`src/rtl/int_ack_sequencer.sv`:
```
// Priority resolver and two-pulse INTA sequencer for an 8259-style PIC core.
// Owns the ISR. Produces INT, clear_IRR, the vector byte and the end/abort pulses.
module int_ack_sequencer #(
   parameter int ACK_TIMEOUT = 255,
   parameter int CNT_W       = 8
) (
   input  logic       clk,
   input  logic       reset_n,
   input  logic       init,
   input  logic [7:0] irr,
   input  logic [7:0] int_mask,
   input  logic [7:0] eoi,
   input  logic [2:0] priority_rotate,
   input  logic       auto_eoi,
   input  logic [4:0] vector_base,
   input  logic       int_ack,
   output logic       INT,
   output logic [7:0] isr,
   output logic [7:0] highest_level_in_service,
   output logic [7:0] clear_IRR,
   output logic [7:0] vector_out,
   output logic       vector_valid,
   output logic       end_of_ack,
   output logic       ack_timeout
);

   localparam logic [2:0] S_IDLE  = 3'd0;
   localparam logic [2:0] S_PEND  = 3'd1;
   localparam logic [2:0] S_ACK1  = 3'd2;
   localparam logic [2:0] S_WAIT2 = 3'd3;
   localparam logic [2:0] S_ACK2  = 3'd4;

   localparam logic [CNT_W-1:0] TIMEOUT_VAL = CNT_W'(ACK_TIMEOUT);

   logic [2:0]       state_reg, state_next;
   logic             int_reg, int_next;
   logic [7:0]       isr_reg, isr_next;
   logic [7:0]       clear_irr_reg, clear_irr_next;
   logic [7:0]       vector_out_reg, vector_out_next;
   logic             vector_valid_reg, vector_valid_next;
   logic             end_of_ack_reg, end_of_ack_next;
   logic             ack_timeout_reg, ack_timeout_next;
   logic [CNT_W-1:0] cnt_reg, cnt_next;
   logic [CNT_W-1:0] cnt_inc;
   logic [2:0]       level_reg, level_next;
   logic             spurious_reg, spurious_next;
   logic             int_ack_q;

   logic [7:0] eligible;
   logic [7:0] elig_rot;
   logic [7:0] isr_rot;
   logic       elig_found, isr_found;
   logic [2:0] elig_k, isr_k;
   logic       winner_valid;
   logic [2:0] winner_level;
   logic [2:0] isr_level;
   logic       ack_rise, ack_fall;
   logic [7:0] isr_set;
   logic [7:0] isr_auto_clr;

   assign eligible = irr & ~int_mask;

   // Rotated views: bit 0 is always the current highest-priority level.
   genvar gi;
   generate
      for (gi = 0; gi < 8; gi++) begin : g_rot
         assign elig_rot[gi] = eligible[3'(gi) + priority_rotate + 3'd1];
         assign isr_rot[gi]  = isr_reg[3'(gi) + priority_rotate + 3'd1];
      end
   endgenerate

   always_comb begin
      elig_found = 1'b0;
      elig_k     = 3'd0;
      isr_found  = 1'b0;
      isr_k      = 3'd0;
      for (int i = 7; i >= 0; i--) begin
         if (elig_rot[i]) begin
            elig_found = 1'b1;
            elig_k     = 3'(i);
         end
         if (isr_rot[i]) begin
            isr_found = 1'b1;
            isr_k     = 3'(i);
         end
      end
   end

   // Fully nested: a request must outrank the highest level already in service.
   assign winner_valid = elig_found && (!isr_found || (elig_k < isr_k));
   assign winner_level = elig_k + priority_rotate + 3'd1;
   assign isr_level    = isr_k + priority_rotate + 3'd1;

   assign ack_rise = int_ack & ~int_ack_q;
   assign ack_fall = ~int_ack & int_ack_q;
   assign cnt_inc  = cnt_reg + CNT_W'(1);

   always_comb begin
      state_next        = state_reg;
      int_next          = int_reg;
      level_next        = level_reg;
      spurious_next     = spurious_reg;
      cnt_next          = cnt_reg;
      vector_out_next   = vector_out_reg;
      vector_valid_next = vector_valid_reg;
      clear_irr_next    = 8'd0;
      end_of_ack_next   = 1'b0;
      ack_timeout_next  = 1'b0;
      isr_set           = 8'd0;
      isr_auto_clr      = 8'd0;

      case (state_reg)
         S_IDLE: begin
            if (winner_valid) begin
               state_next = S_PEND;
               int_next   = 1'b1;
            end
         end
         S_PEND: begin
            if (ack_rise) begin
               state_next = S_ACK1;
               if (winner_valid) begin
                  level_next     = winner_level;
                  spurious_next  = 1'b0;
                  isr_set        = 8'd1 << winner_level;
                  clear_irr_next = 8'd1 << winner_level;
               end else begin
                  // Request withdrawn on the same edge: answer with spurious IR7.
                  level_next    = 3'd7;
                  spurious_next = 1'b1;
               end
            end else if (!winner_valid) begin
               state_next = S_IDLE;
               int_next   = 1'b0;
            end
         end
         S_ACK1: begin
            if (ack_fall) begin
               state_next = S_WAIT2;
               cnt_next   = '0;
            end
         end
         S_WAIT2: begin
            if (ack_rise) begin
               state_next        = S_ACK2;
               vector_valid_next = 1'b1;
               vector_out_next   = {vector_base, level_reg};
            end else if (cnt_inc == TIMEOUT_VAL) begin
               state_next       = S_IDLE;
               int_next         = 1'b0;
               ack_timeout_next = 1'b1;
               if (!spurious_reg) begin
                  isr_auto_clr = 8'd1 << level_reg;
               end
            end else begin
               cnt_next = cnt_inc;
            end
         end
         S_ACK2: begin
            if (ack_fall) begin
               state_next        = S_IDLE;
               int_next          = 1'b0;
               vector_valid_next = 1'b0;
               end_of_ack_next   = 1'b1;
               if (auto_eoi && !spurious_reg) begin
                  isr_auto_clr = 8'd1 << level_reg;
               end
            end
         end
         default: begin
            state_next = S_IDLE;
            int_next   = 1'b0;
         end
      endcase

      // A set on the same bit as an EOI wins.
      isr_next = (isr_reg & ~eoi & ~isr_auto_clr) | isr_set;
   end

   always_ff @(posedge clk or negedge reset_n) begin
      if (!reset_n) begin
         state_reg        <= S_IDLE;
         int_reg          <= 1'b0;
         isr_reg          <= 8'd0;
         clear_irr_reg    <= 8'd0;
         vector_out_reg   <= 8'd0;
         vector_valid_reg <= 1'b0;
         end_of_ack_reg   <= 1'b0;
         ack_timeout_reg  <= 1'b0;
         cnt_reg          <= '0;
         level_reg        <= 3'd0;
         spurious_reg     <= 1'b0;
         int_ack_q        <= 1'b0;
      end else if (init) begin
         state_reg        <= S_IDLE;
         int_reg          <= 1'b0;
         isr_reg          <= 8'd0;
         clear_irr_reg    <= 8'd0;
         vector_out_reg   <= 8'd0;
         vector_valid_reg <= 1'b0;
         end_of_ack_reg   <= 1'b0;
         ack_timeout_reg  <= 1'b0;
         cnt_reg          <= '0;
         level_reg        <= 3'd0;
         spurious_reg     <= 1'b0;
         int_ack_q        <= int_ack;
      end else begin
         state_reg        <= state_next;
         int_reg          <= int_next;
         isr_reg          <= isr_next;
         clear_irr_reg    <= clear_irr_next;
         vector_out_reg   <= vector_out_next;
         vector_valid_reg <= vector_valid_next;
         end_of_ack_reg   <= end_of_ack_next;
         ack_timeout_reg  <= ack_timeout_next;
         cnt_reg          <= cnt_next;
         level_reg        <= level_next;
         spurious_reg     <= spurious_next;
         int_ack_q        <= int_ack;
      end
   end

   assign INT                      = int_reg;
   assign isr                      = isr_reg;
   assign highest_level_in_service = isr_found ? (8'd1 << isr_level) : 8'd0;
   assign clear_IRR                = clear_irr_reg;
   assign vector_out               = vector_out_reg;
   assign vector_valid             = vector_valid_reg;
   assign end_of_ack               = end_of_ack_reg;
   assign ack_timeout              = ack_timeout_reg;

endmodule

```
`config.mk`:
```
export PLATFORM = sky130hd
export DESIGN_NAME = int_ack_sequencer
export DESIGN_NICKNAME = d
export VERILOG_FILES = /design/src/rtl/int_ack_sequencer.sv
export SDC_FILE = /design/constraint.sdc
export NUM_CORES = 1
export LEC_CHECK = 0
export ABC_AREA = 1
export BUFFER_PORTS_ARGS = -buffer_cell sky130_fd_sc_hd__buf_2
export CAP_MARGIN = 10
export CORE_MARGIN = 4
export CORE_UTILIZATION = 50
export CTS_CLUSTER_SIZE = 10
export DETAILED_ROUTE_END_ITERATION = 6
export PLACE_DENSITY = 0.87
export RECOVER_POWER = 100
export SLEW_MARGIN = 20
export SYNTH_ARGS = -nofsm -noshare
export SYNTH_HDL_FRONTEND = slang
export SYNTH_SLANG_ARGS = --single-unit
```
`constraint.sdc`:
```
create_clock -name clk -period 4.25 [get_ports clk]
set_clock_uncertainty 0.2 [all_clocks]
set_input_delay 0.6375 -clock clk [delete_from_list [all_inputs] [get_ports clk]]
set_output_delay 0.6375 -clock clk [all_outputs]
set_load 0.01 [all_outputs]
```
==> run_results.csv <==
group,metric,value,unit
status,outcome,"finished with violations",
status,violations,"max-capacitance violations, max-slew violations",
synth,seq_area_frac_synth,32.22,%
synth,ys_seq_elements,44,
floorplanning,start_util,52.61,%
clocking,cts-root-buf,"clkbuf_8",
place,portBuffers,72,
floorplanning,fp.coreArea,6495,sq um
synth,synth_area_per_cell,6.903,sq um
synth,synth.largest_area_cell,"dfrtp_1",
timing,slew_viol_final,45,
synth,ys.flop_type,"dfrtp_1",
setup_path,crit_type,"in -> out",
routing,drt_iter0_drc,215,
synth,synth_nets,543,
synth,synth-edff-count,0,
global_route,grt_util_all_layers,21.38,%
routing,vias,3564,
global_route,grt_pass1_vias,3350,
setup_path,crit_path_start_kind,"primary input",
setup_path,end_kind,"primary output",
global_route,antenna_found_initial,0,
routing,wire_per_inst,13.63,microns
timing,hold-worst-slack,258.9,ps
synth,post-synth-top-count-cell,"nand2_1",
cells_and_area,nFillCells,621,
place,dp_hpwl,6938,microns
global_route,grt_max_degree,45,
timing,tightest_slew,2313,ps
floorplanning,dieArea,8221,sq um
timing,max_clock_freq,237.4,MHz
timing,hold_viol_final,0,
timing,rsz0062_at_grt,"true",
global_route,overflow,0,
hold_path,hp-class,"in -> reg",
timing,min_period,4213,ps
place,place.gp.congestion,0.9696,
cells_and_area,area_growth,18.34,%
timing,relSlewSlack,-54.20,%
routing,drt-total-wl,8917,microns
power_and_ir_drop,p_leak,2.146,nW
clocking,clock_sinks,44,
timing,setup_ws,37.50,ps
timing,finalSetupViolCount,0,
clocking,h-tree-depth,2,
clocking,clock_latency,300,ps
place,dp_slack,-104.2,ps
routing,ant_nets,0,
cells_and_area,drive_gt1_share,19.41,%
synth,yosysTopAreaCellShare,32.22,%
synth,synth_commonest_cells,"117 x nand2_1, 80 x inv_1, 78 x nand3_1",
clocking,clkTransAtPathRegs,80,ps
setup_path,critPathArrivalTime,3380,ps
synth,syn_inst,495,
synth,syn_area,3417,sq um
routing,drc,0,
power_and_ir_drop,power.total,0.001318,W
setup_path,timing.critical_path.required,3410,ps
routing,firstDrtPassIters,5,
routing,vias_per_cell,5.450,
clocking,cts_tree,"yes",
clocking,numCtsBuffers,5,
setup_path,path_max_fanout,17,
synth,synth.area.top_cells,"dfrtp_1 32%, nand2_1 13%, nand3_1 11%",
timing,min_period_over_period,99.12,%
global_route,grt_pass1_wl,14730,microns
job,maxCapViolations,1,
clocking,clk_path_buf_depth,2,
synth,ys_types,45,
cells_and_area,n_antenna_cell,0,
floorplanning,rows,29,
cells_and_area,nets,624,
floorplanning,die_w,90.67,microns
synth,synth_warnings,0,
synth,async_flop_share,100.0,%
floorplanning,die_height,90.67,microns
floorplanning,io_pins,73,
power_and_ir_drop,ir_worst_vdd,219.6,uV
cells_and_area,ff_latch_area,1101,sq um
power_and_ir_drop,power_per_cell_area,326.0,nW/um^2
cells_and_area,multi_input_area,1977,sq um
==> per-layer routing <==
| metal | vias to the layer above | share of wire [%] | GRT usage, % |
|---|---|---|---|
| li1 | 1770 | - | - |
| met1 | 1635 | 41 | 26.33 |
| met2 | 142 | 50 | 37.49 |
| met3 | 17 | 6.9 | 3.917 |
| met4 | 0 | 2.0 | 7.143 |
| met5 | - | 0 | 0 |
==> critical path: stages <==
cell	delay, ps
buf_2	130
buf_4	230
nand2_1	140
nand3_1	130
nand3_1	80
nand2_1	120
nand2_1	70
nand2_1	70
nand2_1	60
nand2_1	70
nand2_2	50
a21oi_2	180
inv_1	70
ha_2	180
fa_2	400
xor2_2	160
xnor2_2	250
buf_4	190
nor2_2	30
buf_2	140
==> area by class of cell <==
cell class	count	share of cell area, %
inverters	88	8.385
clock inverters	1	0.1856
flip-flops and latches	44	27.23
well taps	77	2.382
repair buffers	84	10.80
multi-input cells	353	48.89
clock buffers	7	2.135
==> power by group <==
| part | switching, W | internal (W) | total, W | leakage [nW] |
|---|---|---|---|---|
| logic | 0.000373 | 0.000213 | 0.000586 | 1.49 |
| registers | 0.0000211 | 0.000438 | 0.000459 | 0.609 |
| clock network | 0.000142 | 0.000132 | 0.000274 | 0.0445 |
| total | 0.000536 | 0.000782 | 0.00132 | 2.15 |
==> cell usage in the layout, fill, tap and decap left out, types with 2 or more instances in the layout <==
cell / count
xnor2_2: 2
xor2_1: 5
o21ai_0: 15
nor2_1: 37
o21ai_1: 5
inv_2: 7
a31oi_1: 5
o21ai_2: 4
ha_1: 7
buf_4: 10
clkbuf_1: 31
inv_4: 2
clkbuf_8: 6
nor3_1: 10
nor2_4: 4
a21oi_1: 5
a32o_1: 2
buf_2: 40
inv_1: 77
nand2_1: 116
xor2_2: 3
nand4_1: 16
clkinvlp_4: 2
dfrtp_1: 44
nand3_1: 75
nand2_2: 8
o22ai_1: 6
nand3_2: 6
buf_6: 3
nor2_2: 5
==> cells by family (layout without fill, tap and decap cells) <==
logic type,count (synthesis),count (layout),share of synthesized area (%)
adders and majority gates,11,11,4.467
and+or+nand+nor,281,281,37.50
xor gates and xnor gates,12,12,4.834
buffers and inverters,98,180,11.90
AOI/OAI and AO/OA,49,49,9.081
DFF,44,44,32.22
==> stage by stage <==
stage | cell area, sq um | util (%) | setup TNS (ps) | std cells
5_1_grt | 4044 | 62.26 | -615.1 | 654
2_1_floorplan | 3443 | - | 0 | 495
3_5_place_dp | 3899 | 60.03 | -377.9 | 644
3_3_place_gp | 3899 | 60.03 | -30.45 | 644
6_report | 4044 | 62.26 | 0 | 654
4_1_cts | 4013 | 61.78 | 0 | 652
==> worst paths after layout <==
path,startpoint,end,slack (ps),cells after the start
min in group asynchronous,reset_n,ack_timeout,830,1
min,int_ack,int_ack_q,260,1
max,priority_rotate[0],highest_level_in_service[4],40,20
min reg2reg,vector_valid,vector_valid,310,2
max in group asynchronous,reset_n,isr[6],1710,1
max reg2reg,isr[2],isr[1],1310,16
==> repair_timing <==
action | in CTS | in global routing
setup endpoints to repair | 5 | 8
resized for setup | 3 | 17
pin swaps | 1 | 12
buffers inserted | 0 | 2
hold buffers | 0 | 0
(Power assumes the default switching activity.)
